<file path="src/rtl/keypad_loader_pkg.sv">
// Shared definitions for the keypad entry controller: FSM state encoding and
// keypad/BCD sizing.
package keypad_loader_pkg;

  localparam int KL_NUM_KEYS = 10;
  localparam int KL_BCD_W    = 4;

  typedef enum logic [1:0] {
    KL_IDLE         = 2'd0,
    KL_DEBOUNCE     = 2'd1,
    KL_LOAD         = 2'd2,
    KL_WAIT_RELEASE = 2'd3
  } kl_state_e;

endpackage

</file>
<file path="src/rtl/keypad_loader_key_encoder.sv">
// One-hot decimal key vector to BCD, plus a flag that exactly one key is set.
// Shared with the display and door-panel logic.
module keypad_loader_key_encoder
  import keypad_loader_pkg::*;
(
  input  logic [KL_NUM_KEYS-1:0] onehot_i,
  output logic [KL_BCD_W-1:0]    bcd_o,
  output logic                   valid_o
);

  // OR of indices is exact whenever the input is one-hot; other inputs are
  // flagged invalid and their BCD value is don't-care.
  always_comb begin
    bcd_o = '0;
    for (int i = 0; i < KL_NUM_KEYS; i++) begin
      if (onehot_i[i]) bcd_o = bcd_o | KL_BCD_W'(i);
    end
    valid_o = $onehot(onehot_i);
  end

endmodule

</file>
<file path="src/rtl/keypad_loader.sv">
// Microwave keypad entry controller: debounces digit and CLEAR keys and drives
// the countdown timer's digit load and clear strobes.
//
// state           | meaning
// KL_IDLE         | waiting for a single-key press while unlocked
// KL_DEBOUNCE     | key held stable, counting towards acceptance
// KL_LOAD         | committed cycle that issues the load strobe
// KL_WAIT_RELEASE | waiting for all keys released for the debounce time
module keypad_loader
  import keypad_loader_pkg::*;
#(
  parameter int DEBOUNCE_CYCLES = 4,
  parameter int MAX_DIGITS      = 3
) (
  input  logic                   CLK,
  input  logic                   clearn,
  input  logic [KL_NUM_KEYS-1:0] keys,
  input  logic                   clr_key,
  input  logic                   lock,
  output logic [KL_BCD_W-1:0]    digit,
  output logic                   loadn,
  output logic                   timer_clearn,
  output logic [1:0]             digits_entered,
  output logic                   busy
);

  localparam int               CNT_W    = $clog2(DEBOUNCE_CYCLES + 1);
  localparam logic [CNT_W-1:0] CNT_DONE = CNT_W'(DEBOUNCE_CYCLES);
  localparam logic [1:0]       DIG_MAX  = 2'(MAX_DIGITS);

  kl_state_e                  state_q, state_d;
  logic [CNT_W-1:0]           cnt_q, cnt_d, cnt_inc;
  logic [KL_NUM_KEYS-1:0]     key_q, key_d;
  logic [KL_BCD_W-1:0]        bcd_q, bcd_d;
  logic [KL_BCD_W-1:0]        digit_q, digit_d;
  logic                       clr_q;
  logic                       loadn_q, loadn_d;
  logic                       tclrn_q, tclrn_d;
  logic [1:0]                 dig_cnt_q, dig_cnt_d;
  logic                       busy_q, busy_d;
  logic [KL_BCD_W-1:0]        key_bcd;
  logic                       key_valid;
  logic                       clr_rise;

  keypad_loader_key_encoder u_key_enc (
    .onehot_i (keys),
    .bcd_o    (key_bcd),
    .valid_o  (key_valid)
  );

  assign cnt_inc  = cnt_q + CNT_W'(1);
  assign clr_rise = clr_key & ~clr_q;

  always_ff @(posedge CLK or negedge clearn) begin
    if (!clearn) begin
      state_q   <= KL_IDLE;
      cnt_q     <= '0;
      key_q     <= '0;
      bcd_q     <= '0;
      digit_q   <= '0;
      clr_q     <= 1'b0;
      loadn_q   <= 1'b1;
      tclrn_q   <= 1'b1;
      dig_cnt_q <= '0;
      busy_q    <= 1'b0;
    end else begin
      state_q   <= state_d;
      cnt_q     <= cnt_d;
      key_q     <= key_d;
      bcd_q     <= bcd_d;
      digit_q   <= digit_d;
      clr_q     <= clr_key;
      loadn_q   <= loadn_d;
      tclrn_q   <= tclrn_d;
      dig_cnt_q <= dig_cnt_d;
      busy_q    <= busy_d;
    end
  end

  always_comb begin
    state_d   = state_q;
    cnt_d     = cnt_q;
    key_d     = key_q;
    bcd_d     = bcd_q;
    digit_d   = digit_q;
    loadn_d   = 1'b1;
    tclrn_d   = 1'b1;
    dig_cnt_d = dig_cnt_q;

    case (state_q)
      KL_IDLE: begin
        if (!lock && key_valid) begin
          key_d   = keys;
          bcd_d   = key_bcd;
          cnt_d   = CNT_W'(1);
          state_d = KL_DEBOUNCE;
        end
      end
      KL_DEBOUNCE: begin
        if (lock || keys != key_q) begin
          state_d = KL_IDLE;
        end else begin
          cnt_d = cnt_inc;
          if (cnt_inc == CNT_DONE) begin
            if (dig_cnt_q < DIG_MAX) begin
              state_d = KL_LOAD;
            end else begin
              state_d = KL_WAIT_RELEASE;
              cnt_d   = '0;
            end
          end
        end
      end
      KL_LOAD: begin
        loadn_d   = 1'b0;
        digit_d   = bcd_q;
        dig_cnt_d = (dig_cnt_q == DIG_MAX) ? dig_cnt_q : dig_cnt_q + 2'd1;
        cnt_d     = '0;
        state_d   = KL_WAIT_RELEASE;
      end
      KL_WAIT_RELEASE: begin
        if (keys == '0) begin
          cnt_d = cnt_inc;
          if (cnt_inc == CNT_DONE) state_d = KL_IDLE;
        end else begin
          cnt_d = '0;
        end
      end
      default: state_d = KL_IDLE;
    endcase

    // CLEAR overrides everything, including a committed load.
    if (clr_rise) begin
      tclrn_d   = 1'b0;
      loadn_d   = 1'b1;
      digit_d   = digit_q;
      dig_cnt_d = '0;
      cnt_d     = '0;
      state_d   = KL_WAIT_RELEASE;
    end

    busy_d = (state_d != KL_IDLE);
  end

  assign digit          = digit_q;
  assign loadn          = loadn_q;
  assign timer_clearn   = tclrn_q;
  assign digits_entered = dig_cnt_q;
  assign busy           = busy_q;

endmodule

</file>
<file path="config.mk">
export PLATFORM = sky130hd
export DESIGN_NAME = keypad_loader
export DESIGN_NICKNAME = d
export VERILOG_FILES = /design/src/rtl/keypad_loader_pkg.sv /design/src/rtl/keypad_loader_key_encoder.sv /design/src/rtl/keypad_loader.sv
export SDC_FILE = /design/constraint.sdc
export NUM_CORES = 1
export LEC_CHECK = 0
export CAP_MARGIN = 20
export CORE_ASPECT_RATIO = 1.25
export CORE_MARGIN = 3
export CORE_UTILIZATION = 59
export DETAILED_ROUTE_END_ITERATION = 10
export PLACE_DENSITY = 0.93
export SYNTH_ARGS = -nofsm -noshare
export SYNTH_HDL_FRONTEND = slang
export SYNTH_SLANG_ARGS = --single-unit
export TNS_END_PERCENT = 100
</file>
<file path="constraint.sdc">
create_clock -name CLK -period 5.46 [get_ports CLK]
set_clock_uncertainty 0.15 [all_clocks]
set_input_delay 1.092 -clock CLK [delete_from_list [all_inputs] [get_ports CLK]]
set_output_delay 1.092 -clock CLK [all_outputs]
set_load 0.01 [all_outputs]
</file>
==> metrics <==
status=complete, no violations; Cell Pwr Density=250 mW/mm²; post-synth top area cell=dfrtp_1; final worst slack=662 ps; total track usage=21.1%; ANT nets after route=0; YS warnings=0; Lkg Pwr=1.08 nW; initial antenna violation count=0; Die ar.=0.00378 mm²; final hold slack=358 ps; sequential area share after synthesis=40.1%; postcts setup bufs=0; cts hold-fix bufs=0; RSZ-0062 raised after global routing=false; worst-skew pair later-pin latency=330 ps; max incr delay on CP=560 ps; Place WS=330 ps; first-pass GRT wire length=6070 µm; Seq cells post-synth=29; Via density=5.92; number of global-route vias before repair=1352; # rows=21; number of detailed-route iterations in the first pass=4; Fin. Hold Viols=0; Port Buffers=22; routed wire length=3520 µm; worst slew pin tran=340 ps; DRC Markers=0; Hold Crit Start=digit[3]; Core Box Area=0.00281 mm²; VDD IR max=0.256 mV; Mapped Cells=161; NumNets Final=225; # resized after CTS=0; clock root buffer master=clkbuf_4; syn_area_per_cell=11.3 µm²; layout cells sized above 1=17.3%; Post-synth EDFFs=0; CP startpoint kind=primary input; setup TNS=0 ps; Critical Path AT=4870 ps; clk slew on worst S/H paths=100 ps; fin. max-slew vios=0; WHS Path Cells=2; Async S/R FF share, synth=100%; # fillers=188; # IOs=23; commonest non-fill, non-tap cells in the layout=27 x dfrtp_1, 26 x inv_1, 22 x clkdlybuf4s50_1; # Max-Cap Violations=0; cts bufs inserted=5; CP required=5530 ps; Fmax=208 MHz; largest net degree at the start of global routing=30; Die W=55.6 µm; master of the slowest instance on the critical path=clkdlybuf4s50_1; Yosys cell types=37; prevailing post-synth register cell=dfrtp_1; Clock Path Buffers=2; Area contributors post-synth=dfrtp_1 37%, ha_1 10%, fa_1 6.6%; fin util=76.3%; critical path peak fanout=17; die span in y=68 µm; placed wire-length estimate=2660 µm; CTS H-tree lvls=2; CP Class=primary input to flop; commonest non-fill, non-tap cell in the layout=dfrtp_1; # diodes=0; clk sinks=29; register-to-register path setup slack=3610 ps; Net Count, Synth=196; via count=1331; RR Startpoint=state_q[0]; drt initial violations=46; Hold Path End=digit[3]; FF-to-FF path depth=5; gr ovfl total=0; cell chain of the critical path=clkdlybuf4s50_1 > inv_1 > ha_1 > inv_1 > fa_1 > fa_1 > inv_1 > fa_1 > inv_1 > fa_1 > a211oi_1 > mux2i_1 > nor3_4 > buf_4 > mux2_2; Final min period=4800 ps; GPL Wtd Cong=0.929; period utilization=87.9%; CTS tree=built; WL/cell=15.6 µm; Rel. slew slack=76.7%; post-synth top area share=37.2%; endpoints failing setup=0; synthesized cell area=0.00181 mm²; crit end category=flop; starting density of the core=64.5%; RR Endpoint=key_q[1]; Worst Hold Class=flop to flop; P&R area growth vs syn=18.3%
[metrics by stage]
| stage | cells | cell area (µm²) | power [mW] |
|---|---|---|---|
| 3_3_place_gp | 217 | 2070 | 0.358 |
| 3_5_place_dp | 217 | 2070 | 0.366 |
| 2_1_floorplan | 161 | 1810 | 0.326 |
| 6_report | 225 | 2150 | 0.536 |
| 5_1_grt | 225 | 2150 | 0.568 |
| 4_1_cts | 225 | 2150 | 0.541 |
[flip-flops by register name, summed over array words and instances (netlist names)]
name / cells
key_q: 10
bcd_q: 4
digit: 4
cnt_q: 3
digits_entered: 2
state_q: 2
busy: 1
clr_q: 1
loadn: 1
timer_clearn: 1
[how the worst max path moves through the flow]
stage	start	slack, ps	endpoint
floorplan	keys[1]	1040	key_q[7]
global placement	keys[1]	420	key_q[6]
detailed placement	keys[1]	330	key_q[1]
CTS	keys[1]	660	key_q[1]
global route	keys[1]	460	key_q[1]
finish	keys[1]	660	key_q[1]
[cells in the mapped netlist, types with 3 or more instances]
library cell / number
a31oi_1: 4
dfrtp_1: 27
fa_1: 6
ha_1: 15
inv_1: 26
mux2_2: 10
mux2_4: 3
mux2i_1: 3
nand2_1: 3
nand3_1: 3
nor2_1: 7
nor3_1: 3
nor4_1: 4
o21ai_0: 5
xor2_1: 11
[worst max-delay path: cells and delay by family]
family | cells | cell delay [ps]
and+or+nand+nor | 1 | 130
AOI/OAI and AO/OA | 1 | 180
buffers and inverters | 6 | 1110
adders and majority gates | 5 | 1810
muxes | 2 | 540
[report_power, final]
group	leakage, nW	switching, mW	internal (mW)
Sequential	0.373	0.0105	0.231
Clock	0.0422	0.0779	0.0959
Combinational	0.660	0.0653	0.0551
Total	1.08	0.154	0.382
[routing by layer]
| layer | global-route usage, % | part of all wire (%) | vias up |
|---|---|---|---|
| li1 | - | - | 611 |
| met1 | 23.6 | 38 | 655 |
| met2 | 37.6 | 52 | 49 |
| met5 | 0 | 0 | - |
| met4 | 10.0 | 3.4 | 0 |
| met3 | 5.66 | 6.5 | 16 |
[kinds of logic (layout without fill, tap and decap cells)]
group,after synthesis,count (layout),share of synthesized area (%)
DFF,29,29,40.1
xor gates and xnor gates,12,12,5.79
muxes,16,16,10.3
adders and majority gates,21,21,17.0
AOI/OAI and AO/OA,21,21,8.55
buffers and inverters,29,59,6.83
and+or+nand+nor,33,33,11.4
[final cells by class]
cell class | instances | area (µm²) | area share, %
inverter | 27 | 101 | 4.72
timing repair buffer | 24 | 235 | 11.0
tap | 34 | 42.5 | 1.98
clock inverter | 2 | 35.0 | 1.63
clock buffer | 6 | 41.3 | 1.92
sequential | 29 | 728 | 33.9
multi-input combinational | 103 | 962 | 44.8
Power figures use the tool's default switching activity.
==> RTL change 1: new RTL, config.mk and constraints unchanged <==
`DEBOUNCE_CYCLES`: 4 -> 8.
--- a/src/rtl/keypad_loader.sv
+++ b/src/rtl/keypad_loader.sv
@@ -10,5 +10,5 @@
   import keypad_loader_pkg::*;
 #(
-  parameter int DEBOUNCE_CYCLES = 4,
+  parameter int DEBOUNCE_CYCLES = 8,
   parameter int MAX_DIGITS      = 3
 ) (
Behaviour: not the same (a bounded check fails within 10 cycles, from zero or initial values).
==> RTL change 1 against the original RTL <==
Sequential cell count increased by 1. Wire length increased by 6.1%. Area after synthesis increased by 4.4%. Critical endpoint is now key_q[6]$_DFFE_PN0P_. Setup slack got worse by 0.21 ns. Total power increased by 2.6%. Worst hold slack improved by 0.00099 ns. Largest power group unchanged. Cell area increased by 4.2%.
==> RTL change 1: results <==
group,metric,value,unit
finish,largest_reg_flops,10,
outcome,status,"complete, no violations",
worst_setup_path,cp_max_fo,11,
cts,clk_pin_slew_worst_paths,0.09,ns
detailed_routing,totalWireLength,3.732,mm
worst_setup_path,rr_endpoint,"cnt_q[3]$_DFFE_PN0P_",
worst_hold_path,min_path_type,"flop to flop",
cts,root_buffer,"clkbuf_4",
power,p_clk_frac,0.337,
worst_hold_path,worst_hold_path.num_cells,1,
worst_setup_path,crit_arrival,5.08,ns
placed_design,port_buffers,22,
detailed_routing,wire_per_inst,15.68,um
power,power_switching,0.0001492,W
grt,first_global_vias,1387,
grt,grt_pass1_wl,6.244,mm
detailed_routing,drt-pass1-iter-count,4,
cts,cts_inserted_buffers,5,
synthesis,synth_area_per_cell,10.95,um^2
synthesis,netlist_top_cells_count,"dfrtp_1, inv_1, ha_1, mux2_2",
synthesis,synth.distinct_cells,44,
cts,clk_latency,0.34,ns
finish,diodes,0,
cts,clk_path_buf_depth,2,
grt,grt.total_usage,0.2107,
finish,regMostFlops,"key_q",
worst_setup_path,reg2reg_from,"state_q[1]$_DFF_PN0_",
finish,drive_above_1_share,0.1634,
detailed_routing,avgViaCountPerCell,5.790,
sta,relSlewSlack,0.6354,
sta,worst_hold_slack,0.3594,ns
placed_design,hpwl,2.814,mm
placed_design,numPlacedInstances,230,
worst_hold_path,holdCritStartpoint,"digit[0]$_DFFE_PN0P_",
power,p_leak,1.089,nW
detailed_routing,drt_iter0_markers,60,
sta,hold_viol_final,0,
synthesis,ys_seq_area_frac,0.3976,
synthesis,synth-warning-count,0,
power,ir_drop,0.2321,mV
synthesis,synth_area_leaders,"dfrtp_1, ha_1, mux2_2",
worst_setup_path,r2r_cells,5,
worst_setup_path,critical_path.startpoint,"keys[1]",
synthesis,async_flop_share,1.000,
cts,htreeDepth,2,
worst_setup_path,rrSetupSlack,3.49,ns
power,p_seq_frac,0.442,
placed_design,gp_congestion,0.8902,
worst_setup_path,timing.critical_path.to,"key_q[6]$_DFFE_PN0P_",
grt,grt_max_degree,31,
worst_hold_path,worstHoldEndpoint,"digit[0]$_DFFE_PN0P_",
synthesis,syn-num-nets,208,
RTL change 1: routing by layer:
| metal | vias to the layer above | part of all wire | GRT usage |
|---|---|---|---|
| met5 | - | 0 | 0 |
| met4 | 0 | 0.047 | 0.1214 |
| met3 | 17 | 0.055 | 0.06518 |
| met2 | 49 | 0.52 | 0.3560 |
| met1 | 675 | 0.38 | 0.2276 |
| li1 | 637 | - | - |
RTL change 1: per-stage QoR:
step           cell area, um^2   power, W  worst slack, ns    util
6_report                  2236  0.0005496           0.4556  0.7452
2_1_floorplan             1894  0.0003188            1.000       -
4_1_cts                   2236  0.0005517           0.4752  0.7452
3_5_place_dp              2151  0.0003660           0.2483  0.7168
3_3_place_gp              2151  0.0003556           0.3618  0.7168
5_1_grt                   2236  0.0005792           0.2599  0.7452
RTL change 1: logic make-up (layout without fill, tap and decap cells):
group,after synthesis,after routing,synth area share
flops,30,30,0.3976
fa+ha+maj,21,21,0.1625
xor+xnor,13,13,0.06011
mux,17,17,0.09842
simple gates,41,41,0.1334
compound gates,22,22,0.08389
buf+inv,29,58,0.06407
RTL change 1: layout make-up:
type | count | area (um^2)
Fill cell | 184 | 764.5
Inverter | 26 | 97.59
Tap cell | 36 | 45.04
Clock inverter | 1 | 30.03
Timing Repair Buffer | 24 | 235.2
Sequential cell | 30 | 753.2
Multi-Input combinational cell | 114 | 1020
Clock buffer | 7 | 55.05
RTL change 1: critical path: stages:
cell,delay [ns]
clkdlybuf4s50_1,0.54
inv_1,0.10
ha_1,0.28
inv_1,0.05
fa_1,0.57
fa_1,0.42
inv_1,0.08
fa_1,0.19
inv_1,0.06
fa_1,0.38
nor3b_1,0.26
a21oi_1,0.17
nor3_4,0.45
mux2_2,0.42
